[src/rtl/dvp_pkg.sv]
`default_nettype none
// ============================================================================
//  Module   : dvp_pkg
//  Brief    : Shared FSM states, pattern codes and bar colours for the DVP source.
//  Revision : 1.0 - initial release
// ============================================================================
package dvp_pkg;

   typedef enum logic [2:0] {
      S_IDLE = 3'd0,
      S_GAP  = 3'd1,
      S_PRE  = 3'd2,
      S_LINE = 3'd3,
      S_HBLK = 3'd4,
      S_POST = 3'd5,
      S_END  = 3'd6
   } state_t;

   localparam logic [1:0] PAT_BARS  = 2'd0;
   localparam logic [1:0] PAT_RAMP  = 2'd1;
   localparam logic [1:0] PAT_CHECK = 2'd2;
   localparam logic [1:0] PAT_SOLID = 2'd3;

   localparam logic [15:0] BAR_WHITE   = 16'hFFFF;
   localparam logic [15:0] BAR_YELLOW  = 16'hFFE0;
   localparam logic [15:0] BAR_CYAN    = 16'h07FF;
   localparam logic [15:0] BAR_GREEN   = 16'h07E0;
   localparam logic [15:0] BAR_MAGENTA = 16'hF81F;
   localparam logic [15:0] BAR_RED     = 16'hF800;
   localparam logic [15:0] BAR_BLUE    = 16'h001F;
   localparam logic [15:0] BAR_BLACK   = 16'h0000;

   function automatic logic [15:0] bar_colour(input logic [2:0] idx);
      logic [15:0] col;
      case (idx)
         3'd0:    col = BAR_WHITE;
         3'd1:    col = BAR_YELLOW;
         3'd2:    col = BAR_CYAN;
         3'd3:    col = BAR_GREEN;
         3'd4:    col = BAR_MAGENTA;
         3'd5:    col = BAR_RED;
         3'd6:    col = BAR_BLUE;
         default: col = BAR_BLACK;
      endcase
      return col;
   endfunction

endpackage
`default_nettype wire

[src/rtl/dvp_pattern_pix.sv]
`default_nettype none
// ============================================================================
//  Module   : dvp_pattern_pix
//  Brief    : Registered RGB565 test-pattern pixel generator.
//  Revision : 1.0 - initial release
// ============================================================================
module dvp_pattern_pix
   import dvp_pkg::*;
(
   input  logic        pclk,
   input  logic        rst,
   input  logic [1:0]  pattern_i,
   input  logic [15:0] solid_i,
   input  logic [11:0] x_i,
   input  logic [10:0] y_i,
   input  logic [2:0]  bar_i,
   output logic [15:0] pix_o
);

   logic [15:0] pix_d;
   logic [15:0] pix_q;
   logic        w_unused;

   // Only bit 4 of y selects the checker square.
   assign w_unused = &{1'b0, y_i[10:5], y_i[3:0]};

   always_comb begin
      pix_d = 16'h0000;
      case (pattern_i)
         PAT_BARS:  pix_d = bar_colour(bar_i);
         PAT_RAMP:  pix_d = {4'h0, x_i};
         PAT_CHECK: pix_d = (x_i[4] ^ y_i[4]) ? 16'hFFFF : 16'h0000;
         default:   pix_d = solid_i;
      endcase
   end

   always_ff @(posedge pclk) begin
      if (rst) pix_q <= 16'h0000;
      else     pix_q <= pix_d;
   end

   assign pix_o = pix_q;

endmodule
`default_nettype wire

[src/rtl/dvp_pattern_source.sv]
`default_nettype none
// ============================================================================
//  Module   : dvp_pattern_source
//  Brief    : DVP camera-bus emulator: frame FSM and RGB565 byte serialiser.
//  Revision : 1.0 - initial release
// ============================================================================
module dvp_pattern_source
   import dvp_pkg::*;
#(
   parameter int H_ACTIVE = 640,
   parameter int V_ACTIVE = 480,
   parameter int H_BLANK  = 144,
   parameter int V_PRE    = 2,
   parameter int V_POST   = 2,
   parameter int VS_GAP   = 3000
)(
   input  logic        pclk,
   input  logic        rst,
   input  logic        en,
   input  logic [1:0]  pattern_sel,
   input  logic [15:0] solid_rgb,
   output logic        vsync,
   output logic        href,
   output logic [7:0]  camera_data,
   output logic        frame_done,
   output logic [15:0] frame_count
);

   localparam int LINE_T = 2 * H_ACTIVE + H_BLANK;
   localparam int BW     = (H_ACTIVE / 8 > 0) ? H_ACTIVE / 8 : 1;

   localparam logic [15:0] c_gap_last  = 16'(VS_GAP - 1);
   localparam logic [15:0] c_pre_last  = 16'(V_PRE * LINE_T - 1);
   localparam logic [15:0] c_post_last = 16'(V_POST * LINE_T - 1);
   localparam logic [15:0] c_hblk_last = 16'(H_BLANK - 1);
   localparam logic [11:0] c_b_last    = 12'(2 * H_ACTIVE - 1);
   localparam logic [11:0] c_bw_last   = 12'(BW - 1);
   localparam logic [10:0] c_y_last    = 11'(V_ACTIVE - 1);

   generate
      if (H_ACTIVE < 1 || 2 * H_ACTIVE > 4096 || V_ACTIVE < 1 || V_ACTIVE > 2048 ||
          H_BLANK < 1 || H_BLANK > 65536 || V_PRE < 1 || V_PRE * LINE_T > 65536 ||
          V_POST < 1 || V_POST * LINE_T > 65536 || VS_GAP < 1 || VS_GAP > 65536)
      begin : g_param_check
         $error("dvp_pattern_source: timing parameters exceed counter widths");
      end
   endgenerate

   state_t      state_q, state_d;
   logic [15:0] cnt_q, cnt_d;
   logic [11:0] b_q, b_d;
   logic [10:0] y_q, y_d;
   logic [2:0]  bar_q, bar_d;
   logic [11:0] barpix_q, barpix_d;
   logic [1:0]  pat_q, pat_d;
   logic [15:0] solid_q, solid_d;

   logic        vsync_q, href_q, done_q;
   logic [7:0]  data_q;
   logic [15:0] fcount_q;
   logic [15:0] pix;
   logic [7:0]  byte_sel;

   always_comb begin
      state_d  = state_q;
      cnt_d    = cnt_q;
      b_d      = b_q;
      y_d      = y_q;
      bar_d    = bar_q;
      barpix_d = barpix_q;
      pat_d    = pat_q;
      solid_d  = solid_q;
      case (state_q)
         S_IDLE: begin
            cnt_d = 16'd0;
            y_d   = 11'd0;
            if (en) begin
               pat_d   = pattern_sel;
               solid_d = solid_rgb;
               state_d = S_GAP;
            end
         end
         S_GAP: begin
            if (cnt_q == c_gap_last) begin
               cnt_d   = 16'd0;
               state_d = S_PRE;
            end else cnt_d = cnt_q + 16'd1;
         end
         S_PRE: begin
            if (cnt_q == c_pre_last) begin
               cnt_d    = 16'd0;
               b_d      = 12'd0;
               bar_d    = 3'd0;
               barpix_d = 12'd0;
               state_d  = S_LINE;
            end else cnt_d = cnt_q + 16'd1;
         end
         S_LINE: begin
            if (b_q == c_b_last) begin
               b_d      = 12'd0;
               bar_d    = 3'd0;
               barpix_d = 12'd0;
               state_d  = S_HBLK;
            end else begin
               b_d = b_q + 12'd1;
               // A pixel ends on its odd byte; the bar index saturates on the last bar.
               if (b_q[0]) begin
                  if (barpix_q == c_bw_last) begin
                     barpix_d = 12'd0;
                     if (bar_q != 3'd7) bar_d = bar_q + 3'd1;
                  end else barpix_d = barpix_q + 12'd1;
               end
            end
         end
         S_HBLK: begin
            if (cnt_q == c_hblk_last) begin
               cnt_d = 16'd0;
               if (y_q == c_y_last) begin
                  y_d     = 11'd0;
                  state_d = S_POST;
               end else begin
                  y_d     = y_q + 11'd1;
                  state_d = S_LINE;
               end
            end else cnt_d = cnt_q + 16'd1;
         end
         S_POST: begin
            if (cnt_q == c_post_last) begin
               cnt_d   = 16'd0;
               state_d = S_END;
            end else cnt_d = cnt_q + 16'd1;
         end
         S_END: begin
            cnt_d = 16'd0;
            y_d   = 11'd0;
            if (en) begin
               pat_d   = pattern_sel;
               solid_d = solid_rgb;
               state_d = S_GAP;
            end else state_d = S_IDLE;
         end
         default: state_d = S_IDLE;
      endcase
   end

   // Fed with next-state coordinates so the pixel is ready when its byte goes out.
   dvp_pattern_pix u_pix (
      .pclk      (pclk),
      .rst       (rst),
      .pattern_i (pat_q),
      .solid_i   (solid_q),
      .x_i       ({1'b0, b_d[11:1]}),
      .y_i       (y_d),
      .bar_i     (bar_d),
      .pix_o     (pix)
   );

   assign byte_sel = b_q[0] ? pix[7:0] : pix[15:8];

   always_ff @(posedge pclk) begin
      if (rst) begin
         state_q  <= S_IDLE;
         cnt_q    <= 16'd0;
         b_q      <= 12'd0;
         y_q      <= 11'd0;
         bar_q    <= 3'd0;
         barpix_q <= 12'd0;
         pat_q    <= 2'd0;
         solid_q  <= 16'd0;
         vsync_q  <= 1'b0;
         href_q   <= 1'b0;
         data_q   <= 8'h00;
         done_q   <= 1'b0;
         fcount_q <= 16'd0;
      end else begin
         state_q  <= state_d;
         cnt_q    <= cnt_d;
         b_q      <= b_d;
         y_q      <= y_d;
         bar_q    <= bar_d;
         barpix_q <= barpix_d;
         pat_q    <= pat_d;
         solid_q  <= solid_d;
         vsync_q  <= (state_q == S_PRE) || (state_q == S_LINE) ||
                     (state_q == S_HBLK) || (state_q == S_POST);
         href_q   <= (state_q == S_LINE);
         data_q   <= (state_q == S_LINE) ? byte_sel : 8'h00;
         done_q   <= (state_q == S_END);
         if (state_q == S_END) fcount_q <= fcount_q + 16'd1;
      end
   end

   assign vsync       = vsync_q;
   assign href        = href_q;
   assign camera_data = data_q;
   assign frame_done  = done_q;
   assign frame_count = fcount_q;

endmodule
`default_nettype wire

[config.mk]
export PLATFORM = sky130hd
export DESIGN_NAME = dvp_pattern_source
export DESIGN_NICKNAME = d
export VERILOG_FILES = /design/src/rtl/dvp_pkg.sv /design/src/rtl/dvp_pattern_pix.sv /design/src/rtl/dvp_pattern_source.sv
export SDC_FILE = /design/constraint.sdc
export NUM_CORES = 1
export LEC_CHECK = 0
export ABC_AREA = 1
export ABC_CLOCK_PERIOD_IN_PS = 2700
export BUFFER_PORTS_ARGS = -buffer_cell sky130_fd_sc_hd__buf_2
export CORE_ASPECT_RATIO = 1.4
export CORE_MARGIN = 2
export CORE_UTILIZATION = 60
export CTS_CLUSTER_SIZE = 14
export DETAILED_ROUTE_END_ITERATION = 16
export PLACE_DENSITY = 0.8
export SETUP_SLACK_MARGIN = 0.15
export SYNTH_ARGS = -nofsm -noshare
export SYNTH_HDL_FRONTEND = slang
export SYNTH_HIERARCHICAL = 1
export SYNTH_SLANG_ARGS = --single-unit
[constraint.sdc]
create_clock -name pclk -period 2.7 [get_ports pclk]
set_input_delay 0.135 -clock pclk [delete_from_list [all_inputs] [get_ports pclk]]
set_output_delay 0.135 -clock pclk [all_outputs]
set_load 0.03 [all_outputs]
**Word-level counts from Yosys, hierarchy flattened**

Cells that the tools add are included.
W data, S select, Z words.

- Flip-flop bits (word level): 118
- Input bits: 21
- Output and inout bits: 27
- Word-level logic and storage cells: 103

- $add $sub $neg: 6
- Equal/unequal tests: 28
- Multiplexer cells: 34
- Bitwise logic cells: 2
- Reductions and logical operators: 17

Operator list:

| cell | count |
|---|---|
| $pmux W16 S7 | 1 |
| $mux W12 | 6 |
| $mux W16 | 4 |
| $pmux W16 S4 | 1 |
| $pmux W12 S2 | 2 |
| $pmux W16 S3 | 1 |
| $mux W3 | 12 |
| $add A16 B1 Y16 const B | 2 |
| $eq A16 B12 Y1 const B | 2 |
| $add A12 B1 Y12 const B | 2 |
| $mux W11 | 2 |
| $pmux W11 S2 | 1 |
| $pmux W3 S7 | 1 |
| $eq A3 B3 Y1 const B | 6 |
| $eq A16 B8 Y1 const B | 1 |
| $eq A12 B11 Y1 const B | 1 |
| $eq A12 B7 Y1 const B | 1 |
| $eq A3 B2 Y1 const B | 4 |
| $ne A2 B2 Y1 const B | 6 |
| $add A11 B1 Y11 const B | 1 |
| $eq A11 B9 Y1 const B | 1 |
| $mux W8 | 1 |
| $eq A3 B1 Y1 const B | 2 |
| $logic_not A3 Y1 | 2 |
| other kinds (16) | 24 |

**Longest topological paths before layout**

Gate-level depths: netlist (run 1).

- Depth in word-level cells: 9
- Mapped depth: 18
- Mapped depth without buffers: 16

**Cells and area by module**

Netlist (run 1), hierarchy kept.

By module, submodules not included:

| module | times used | cells an instance | area each (µm²) | seq. area each (µm²) |
|---|---|---|---|---|
| dvp_pattern_source | 1 | 864 | 5505.3 | 2042.0 |
| dvp_pattern_pix | 1 | 127 | 784.5 | 320.3 |

**Least setup slack after synthesis (run 1)**

Ideal clock, no wire load.

- Path kind: reg-to-reg
- Start point: register cnt_q[0]
- End point: register u_pix.pix_q[10], in the netlist u_pix/pix_o[10]
- Library setup time: 109 ps
- Data arrival time: 1958 ps
- Required time: 2591 ps
- Path slack: 633 ps
- Cell stages (with the launch flop): 19
- Path buffers: 2
- Clock period less this slack: 2067 ps
- Path through: dfxtp_1 ha_1 nand2_1 inv_1 nand2_1 nor2_1 nand2_1 o21ai_4 inv_1 buf_2 nand2_1 nand2_1 inv_1 nand2_1 nand3_2 buf_6 nand3_1 nand2_1 inv_1

- Cells in the longest elaborated chain, start to end: 6
- Elaborated cells between the ends (all ways): 19
- Classes of those cells: eq/ne: 8; mux: 9; bitwise: 1; reduce/logical: 1

Ends and longest elaborated chain:

| what | line | source |
|---|---|---|
| start, declared | dvp_pattern_source.sv:50 | `logic [15:0] cnt_q, cnt_d;` |
| start signal, assigned | dvp_pattern_source.sv:177 | `cnt_q <= cnt_d;` |
| $eq A16 B12 Y1 | dvp_pattern_source.sv:90 | `if (cnt_q == c_pre_last) begin` |
| $mux W12 | dvp_pattern_source.sv:90 |  |
| $pmux W12 S2 | dvp_pattern_source.sv:73 | `case (state_q)` |
| via b_d[5] | dvp_pattern_source.sv:51 | `logic [11:0] b_q, b_d;` |
| $xor A1 B1 Y1 | dvp_pattern_pix.sv:32 | `PAT_CHECK: pix_d = (x_i[4] ^ y_i[4]) ? 16'hFFFF : 16'h0000;` |
| $mux W16 | dvp_pattern_pix.sv:32 |  |
| $pmux W16 S3 | dvp_pattern_pix.sv:29 | `case (pattern_i)` |
| end signal, assigned | dvp_pattern_pix.sv:39 | `else pix_q <= pix_d;` |
| end, declared | dvp_pattern_pix.sv:21 | `logic [15:0] pix_q;` |

The timed path passes the listed nets, and every way through them passes these cells. The select of a mux whose other input is x is not followed.
A chain may end at the register's enable or synchronous reset.

**Worst setup path in the final report (run 1)**

- Start point: register cnt_q[0]
- End point: register u_pix.pix_q[11], in the netlist u_pix/pix_o[11]

The elaborated chain is that of the path after synthesis.

==> flow_summary.toml, run 1 <==
[timing]
slew_violations = 0
hold_violations = 0
finClkSkew_ns = 0.00776
tightest_slew_ns = 0.608
setup_violations = 0
rsz0062_at_grt = "false"
timing.slew.headroom_pct = 59.3
fin_crit_sh_pct = 82.2
max_freq_mhz = 451
tns_ns = 0
fin_crit_ns = 2.22

[placed_design]
dpl_cell_area_mm2 = 0.00659
gp_congestion = 0.888
dpl.cell_count = 1147
dp_hpwl_um = 10400
io_buffers = 47

[final_layout]
multi_input_area_mm2 = 0.00330
synthToLayoutAreaGrowth_pct = 16.7
n_antenna_cell = 0
fillers = 880
final_cells = 1190
seq_area_mm2 = 0.00236
fin_area_mm2 = 0.00730
fin_util_pct = 71.2
nets = 1067
drive_gt1_share_pct = 11.9

[power_and_ir_drop]
p_leak_nw = 3.37
sw_frac_of_total_pct = 33.0
p_sw_mw = 1.82
pwr-share-seq_pct = 38.3
power_density_mw_per_mm2 = 754
power_frac_clock_pct = 40.0
p_int_mw = 3.68
vdd_drop_max_mv = 0.441
comb_power_share_pct = 21.7

[clock_tree]
htree_levels = 4
clkLatencyLatePin_ns = 0.41
clockRootBuffer = "clkbuf_16"
cts_tree = "done"
clkTransAtPathRegs_ns = 0.06
cts.sinks = 118
numCtsBuffers = 17
clockBufferDepth = 2
cts_setup_buffers = 0

[routing]
antenna_left = 0
drt_iter0_drc = 408
first_pass_iters = 5
drt_wl_total_um = 14900
num_vias = 6217
viasPerCell = 5.22
wire_per_inst_um = 12.5
drc_errors = 0

[die]
std_cell_rows = 44
core_mm2 = 0.0102
ios = 48
fp.dieH_um = 125
die_width_um = 90.3
die_area_mm2 = 0.0113
start_util_pct = 61.1

[worst_setup_path]
path_class = "reg2reg"
cp-end-kind = "register"
critical_path_required_ns = 3.01
cp_max_fo = 16
crit_arrival_ns = 2.53
start_kind = "register"

[status]
status = "finished clean"

[logic_synthesis]
syn-num-nets = 1008
syn_area_mm2 = 0.00625
syn_area_per_cell_um2 = 6.37
syn_inst = 981
yosys_warnings = 6

[global_routing]
grt_use_total_pct = 27.1
grt-ovfl-total = 0
grt_start_max_net_pins = 65
grt_pass1_vias = 5714
grt_antenna_before_repair = 0
grt_pass1_wl_um = 25100

[min_path]
hold_class = "in2reg"

[flow_run]
cap_viol_max_count = 0
## timing repair
action / in CTS / in global routing
hold endpoints to repair: 12 / 0
setup endpoints to repair: 0 / 9
gates resized for setup: 0 / 1
hold buffers: 12 / 0
## path summary, 6_finish.rpt
path,startpoint,endpoint,slack [ns],cells after the start
max,cnt_q[0]$_SDFFE_PP0P_,u_pix/pix_o[11]$_SDFF_PP0_,0.48,16
min,solid_rgb[1],solid_q[1]$_SDFFE_PP0P_,0.01,3
max reg2reg,cnt_q[0]$_SDFFE_PP0P_,u_pix/pix_o[11]$_SDFF_PP0_,0.48,16
min reg2reg,u_pix/pix_o[11]$_SDFF_PP0_,camera_data[3]$_SDFF_PP0_,0.44,2
## registers in the layout, summed over array words and instances, names as in the netlist, 3 cells and up
name and count:
b_q 12, bar_q 3, barpix_q 12, camera_data 8, cnt_q 16, frame_count 16
solid_q 16, state_q 3, u_pix/pix_o 16, y_q 11
## critical path, stage by stage, from the launching register on
cell,delay (ns)
dfxtp_1,0.37
ha_1,0.20
nand2_1,0.06
inv_1,0.10
nand2_1,0.07
nor2_1,0.09
nand2_1,0.12
o21ai_4,0.24
inv_1,0.12
nand2_1,0.09
nand2_1,0.09
inv_1,0.07
nand2_1,0.08
nand3_4,0.18
nand3_1,0.11
nand2_1,0.08
inv_1,0.04
## through the flow
stage	total power [mW]	setup WS (ns)	hold slack (ns)
after floorplan	3.04	0.633	0.283
after global placement	3.26	0.545	0.386
after detailed placement	3.29	0.456	0.394
after CTS	5.51	0.433	0.000538
after global routing	5.79	0.187	0.0187
final	5.50	0.481	0.0125
## per-layer routing
metal  vias up  global-route usage [%]  wire length [um]
met3        41                    5.57               516
met4         0                    11.3               424
li1       3225                       -                 -
met1      2825                    29.2              6260
met2       126                    50.7              7680
met5         -                       0                 0
## power by group through the flow
stage	sequential (mW)	clock, mW	combinational [mW]
6_report	2.11	2.20	1.19
5_1_grt	2.13	2.31	1.35
4_1_cts	2.10	2.24	1.17
3_5_place_dp	2.14	0	1.15
3_3_place_gp	2.13	0	1.13
2_1_floorplan	2.13	0	0.910
## layout make-up
class | instances | area share [%]
sequential | 118 | 32.4
timing repair buffer | 64 | 5.56
clock inverter | 14 | 2.11
inverter | 125 | 6.47
tap | 138 | 2.37
multi-input combinational | 714 | 45.3
clock buffer | 17 | 5.83
## cells in the final DEF, fill, tap and decap left out, types with 4 or more instances in the layout
cell type	n
nand2_1	270
nor2_1	165
dfxtp_1	118
inv_1	113
nand3_1	91
a21oi_1	62
buf_2	47
o21ai_0	38
clkbuf_16	17
nor3_1	15
dlygate4sd3_1	12
xor2_1	11
inv_2	10
nand4_1	10
ha_1	6
nand3b_1	5
nand3_2	4
nor2_2	4
or2_2	4
clkinv_4	4
buf_4	4
(Power assumes the default switching activity.)
==> inputs of run 2 (changes only) <==
Settings changed: ABC_CLOCK_PERIOD_IN_PS 2700 to 2000, CORE_UTILIZATION 60 to 55, PLACE_DENSITY 0.8 to 0.77.
Clock period 2.7 ns to 2 ns, I/O delays scaled along.
==> run 2 against run 1 <==
Against the previous run: total power rose by 49%; clock power up 50%; count of clock-buffer cells in the layout is the same; maximum frequency is 14% higher; worst setup slack worse by 0.42 ns; utilization is 1.3 points higher; flip-flop and latch count stayed put; clock skew rose by 0.0019 ns; first-iteration DRC count fell by 0.49%; combinational power grew 74%; wire length is 19% higher; critical endpoint unchanged; largest power group unchanged.
==> flow_summary.toml, run 2 (same netlist as run 1, synthesis figures left out) <==
[global_routing]
grt_use_total_pct = 28.6
grt_antenna_before_repair = 0
grt_pass1_vias = 6322
grt_pass1_wl_um = 28000
grt-ovfl-total = 0
grt_start_max_net_pins = 49

[final_layout]
fin_util_pct = 72.5
drive_gt1_share_pct = 23.2
fillers = 828
synthToLayoutAreaGrowth_pct = 30.2
fin_area_mm2 = 0.00814
n_antenna_cell = 0
mostFrequentLayoutCells = "nand2_1 (243), nor2_1 (155), dfxtp_1 (105), inv_1 (102), nand3_1 (81)"
final_cells = 1258
nets = 1128
layout_commonest_cell = "nand2_1"

[die]
start_util_pct = 55.7
ios = 48
std_cell_rows = 46
die_width_um = 94.1
fp.dieH_um = 130
die_area_mm2 = 0.0122
core_mm2 = 0.0112

[power_and_ir_drop]
power_density_mw_per_mm2 = 1010
power_mw = 8.22
vdd_drop_max_mv = 0.828
p_leak_nw = 3.77

[clock_tree]
cts_tree = "done"
htree_levels = 4
clkLatencyLatePin_ns = 0.42
clockRootBuffer = "clkbuf_16"
clockBufferDepth = 2
numCtsBuffers = 17
clkTransAtPathRegs_ns = 0.06
cts.sinks = 118

[timing]
hold_violations = 0
tightest_slew_ns = 0.680
setup_violations = 0
rsz0062_at_grt = "true"
fin_ws_ns = 0.0619
finClkSkew_ns = 0.00965
max_freq_mhz = 516
slew_violations = 0
hold_ws_ns = 0.104
fin_crit_sh_pct = 96.9
tns_ns = 0
timing.slew.headroom_pct = 54.5
fin_crit_ns = 1.94

[worst_setup_path]
cp-end-kind = "register"
path_class = "reg2reg"
start_kind = "register"
crit_arrival_ns = 2.26
critical_path_required_ns = 2.32
cp_max_fo = 8

[routing]
viasPerCell = 5.32
drc_errors = 0
wire_per_inst_um = 14.1
num_vias = 6697
first_pass_iters = 6
antenna_left = 0
drt_wl_total_um = 17800
drt_iter0_drc = 406

[placed_design]
gp_congestion = 0.901
dpl_cell_area_mm2 = 0.00692
io_buffers = 47
dp_hpwl_um = 11200
dpl.cell_count = 1192
dp_slack_ns = 0.00539

[status]
status = "finished clean"

[flow_run]
cap_viol_max_count = 0

[min_path]
hold_class = "in2reg"
run 2: cell count changes in the layout (fill, tap and decap cells not counted), moves of 9 or more:
cell,previous run,this run
nor2_1,165,155
nand3_2,4,14
nand2_2,3,23
buf_4,4,57
inv_1,113,102
dfxtp_2,0,13
inv_2,10,19
dfxtp_1,118,105
nand3_1,91,81
nand2_1,270,243
run 2: cell type report:
type                       count  area, um^2  area share [%]
clock buffer                  17         425            5.23
sequential                   118        2380            29.2
inverter                     125         479            5.89
timing repair buffer         124         875            10.7
multi-input combinational    715        3590            44.2
tap                          144         180            2.21
clock inverter                15         206            2.54
run 2: per-layer routing:
layer  share of wire (%)  global-route usage (%)
met3                 4.4                    4.33
met2                  54                    52.4
met4                 4.9                    18.4
met1                  37                    30.0
met5                   0                       0
run 2: what timing repair did:
action	in CTS	in global routing
endpoints found under the setup margin	26	31
pin swaps	17	19
resized for setup	34	57
setup buffers	9	6
cloned	1	0
hold buffers	17	1
endpoints found under the hold margin	17	1
run 2: worst paths after layout:
path | to | cells past startpoint | startpoint | slack, ns
worst min register to register | camera_data[7]$_SDFF_PP0_ | 2 | u_pix/pix_o[15]$_SDFF_PP0_ | 0.44
worst max-delay path | u_pix/pix_o[11]$_SDFF_PP0_ | 16 | cnt_q[0]$_SDFFE_PP0P_ | 0.06
worst min-delay path | state_q[0]$_SDFFE_PP0P_ | 5 | en | 0.10
worst max register to register | u_pix/pix_o[11]$_SDFF_PP0_ | 16 | cnt_q[0]$_SDFFE_PP0P_ | 0.06
run 2: worst max-delay path: stages, from the launching register on:
cell and delay, ns:
dfxtp_2 0.35, ha_4 0.14, nand2_2 0.05, inv_2 0.07, nand2_2 0.06, nor2_2 0.12
nand2_2 0.09, o21ai_4 0.21, inv_2 0.08, nand2_4 0.08, nand2_4 0.07, inv_4 0.06
nand2_4 0.07, nand3_4 0.15, nand3_1 0.10, nand2_1 0.08, inv_1 0.04
run 2: power breakdown:
part	leakage [nW]	internal [mW]	switching (mW)
Combinational	2.48	0.730	1.34
Clock	0.315	2.03	1.28
Sequential	0.967	2.65	0.186
Total	3.77	5.41	2.81
==> inputs of run 3 (changes only) <==
Settings changed: SETUP_SLACK_MARGIN 0.15 to 0.05.
==> run 3 against run 2 <==
Against the previous run: maximum frequency up 0.71%; utilization down 0.70 points; critical path depth unchanged; worst setup slack better by 0.014 ns; die area unchanged; non-clock buffer count down 8; highest routed layer unchanged.
==> flow_summary.toml, run 3 (same netlist as run 1, synthesis figures left out) <==
[final_layout]
fin_area_mm2 = 0.00806
nets = 1120
synthToLayoutAreaGrowth_pct = 28.9
mostFrequentLayoutCells = "nand2_1 (245), nor2_1 (155), dfxtp_1 (104), inv_1 (102), nand3_1 (83)"
drive_gt1_share_pct = 22.4
layout_commonest_cell = "nand2_1"

[die]
start_util_pct = 55.7
die_width_um = 94.1
std_cell_rows = 46
ios = 48
fp.dieH_um = 130
core_mm2 = 0.0112
die_area_mm2 = 0.0122

[placed_design]
dp_hpwl_um = 11200
dp_slack_ns = 0.00539
io_buffers = 47
dpl_cell_area_mm2 = 0.00692
gp_congestion = 0.901

[routing]
wire_per_inst_um = 14.1
drt_iter0_drc = 421
viasPerCell = 5.36
num_vias = 6704
drt_wl_total_um = 17600
first_pass_iters = 5
drc_errors = 0
antenna_left = 0

[global_routing]
grt_pass1_wl_um = 27300
grt_antenna_before_repair = 0
grt_use_total_pct = 27.9
grt-ovfl-total = 0
grt_start_max_net_pins = 49
grt_pass1_vias = 6181

[worst_setup_path]
worstSetupEndpoint = "u_pix/pix_o[11]$_SDFF_PP0_"
critical-path-top-delay-family = "simple AND/OR/NAND/NOR gates"
rr_endpoint = "u_pix/pix_o[11]$_SDFF_PP0_"
cp-end-kind = "register"
r2r_slack_ns = 0.08
start_kind = "register"
r2r_cells = 16
max_stage_delay_ns = 0.36
critical_path_required_ns = 2.32
critPathBufInv = 4
cp_max_fo = 8
crit_cells = 16
crit_start = "cnt_q[0]$_SDFFE_PP0P_"
path_cells = "ha_4, nand2_2, inv_2, nand2_2, nor2_2, nand2_2, o21ai_4, inv_2, nand2_4, nand2_4, inv_2, nand2_4, nand3_4, nand3_1, nand2_1, inv_1"
rr_startpoint = "cnt_q[0]$_SDFFE_PP0P_"
crit_arrival_ns = 2.24
path_class = "reg2reg"
crit_slowest_cell = "dfxtp_2"

[power_and_ir_drop]
power_density_mw_per_mm2 = 1020
vdd_drop_max_mv = 0.860
power_mw = 8.18
p_leak_nw = 3.73

[min_path]
hold_class = "in2reg"

[timing]
timing.slew.headroom_pct = 51.3
setup_violations = 0
fin_crit_sh_pct = 96.2
tightest_slew_ns = 0.727
max_freq_mhz = 520
rsz0062_at_grt = "true"
slew_violations = 0
fin_crit_ns = 1.92
hold_violations = 0
finClkSkew_ns = 0.00743
fin_ws_ns = 0.0756

[clock_tree]
clkTransAtPathRegs_ns = 0.06
cts_tree = "done"
cts.sinks = 118
clkLatencyLatePin_ns = 0.42
clockBufferDepth = 2
clockRootBuffer = "clkbuf_16"
numCtsBuffers = 17
htree_levels = 4

[flow_run]
cap_viol_max_count = 0

[status]
status = "finished clean"
[run 3: metal layers]
metal	global-route usage, %	part of all wire (%)	up-vias
met5	0	0	-
met4	18.0	5.0	0
met3	4.62	4.3	83
met2	50.5	53	257
met1	29.6	38	3031
li1	-	-	3333
[run 3: layout make-up]
| cell class | instances | area (um^2) |
|---|---|---|
| inverter | 125 | 474 |
| tap | 144 | 180 |
| fill | 849 | 3160 |
| antenna | 1 | 2.50 |
| clock inverter | 15 | 206 |
| timing repair buffer | 116 | 812 |
| multi-input combinational | 715 | 3570 |
| sequential | 118 | 2380 |
| clock buffer | 17 | 425 |
[run 3: worst reg2reg max path: cells and delay by family, from the launching register on]
kind	cells	cell delay [ns]
DFF	1	0.36
adders and majority gates	1	0.14
buffers and inverters	4	0.27
AOI/OAI and AO/OA	1	0.18
and+or+nand+nor	10	0.87
[run 3: timing repair]
item / 4_1_cts / 5_1_grt
setup endpoints to repair: 16 / 29
endpoints found under the hold margin: 17 / 0
hold buffers: 17 / 0
pin swaps: 2 / 26
resized for setup: 5 / 82
setup buffers: 0 / 8
gates cloned: 1 / 0
[run 3: metrics by stage]
stage          instances  util [%]  hold slack, ns  setup TNS, ns
6_report            1251      71.8          0.0396              0
5_1_grt             1250      71.8          0.0347       -0.00740
4_1_cts             1242      69.1         0.00827              0
3_5_place_dp        1192      61.6           0.358              0
3_3_place_gp        1192      61.6           0.353              0
2_1_floorplan        981         -           0.248              0
[run 3: power by group]
group	internal, mW	total, mW	switching, mW
Combinational	0.701	2.03	1.33
Clock	2.03	3.31	1.28
Sequential	2.65	2.85	0.192
Total	5.38	8.18	2.80
[run 3: worst min path at each step]
stage / from / endpoint / slack (ns) / cells after the start
after global routing: pattern_sel[0] / pat_q[0]$_SDFFE_PP0P_ / 0.03 / 3
after detailed placement: solid_rgb[13] / solid_q[13]$_SDFFE_PP0P_ / 0.36 / 3
after CTS: pattern_sel[0] / pat_q[0]$_SDFFE_PP0P_ / 0.008 / 3
after global placement: solid_rgb[13] / solid_q[13]$_SDFFE_PP0P_ / 0.35 / 3
final: pattern_sel[0] / pat_q[0]$_SDFFE_PP0P_ / 0.04 / 3
after floorplan: rst / u_pix/pix_o[2]$_SDFF_PP0_ / 0.25 / 3
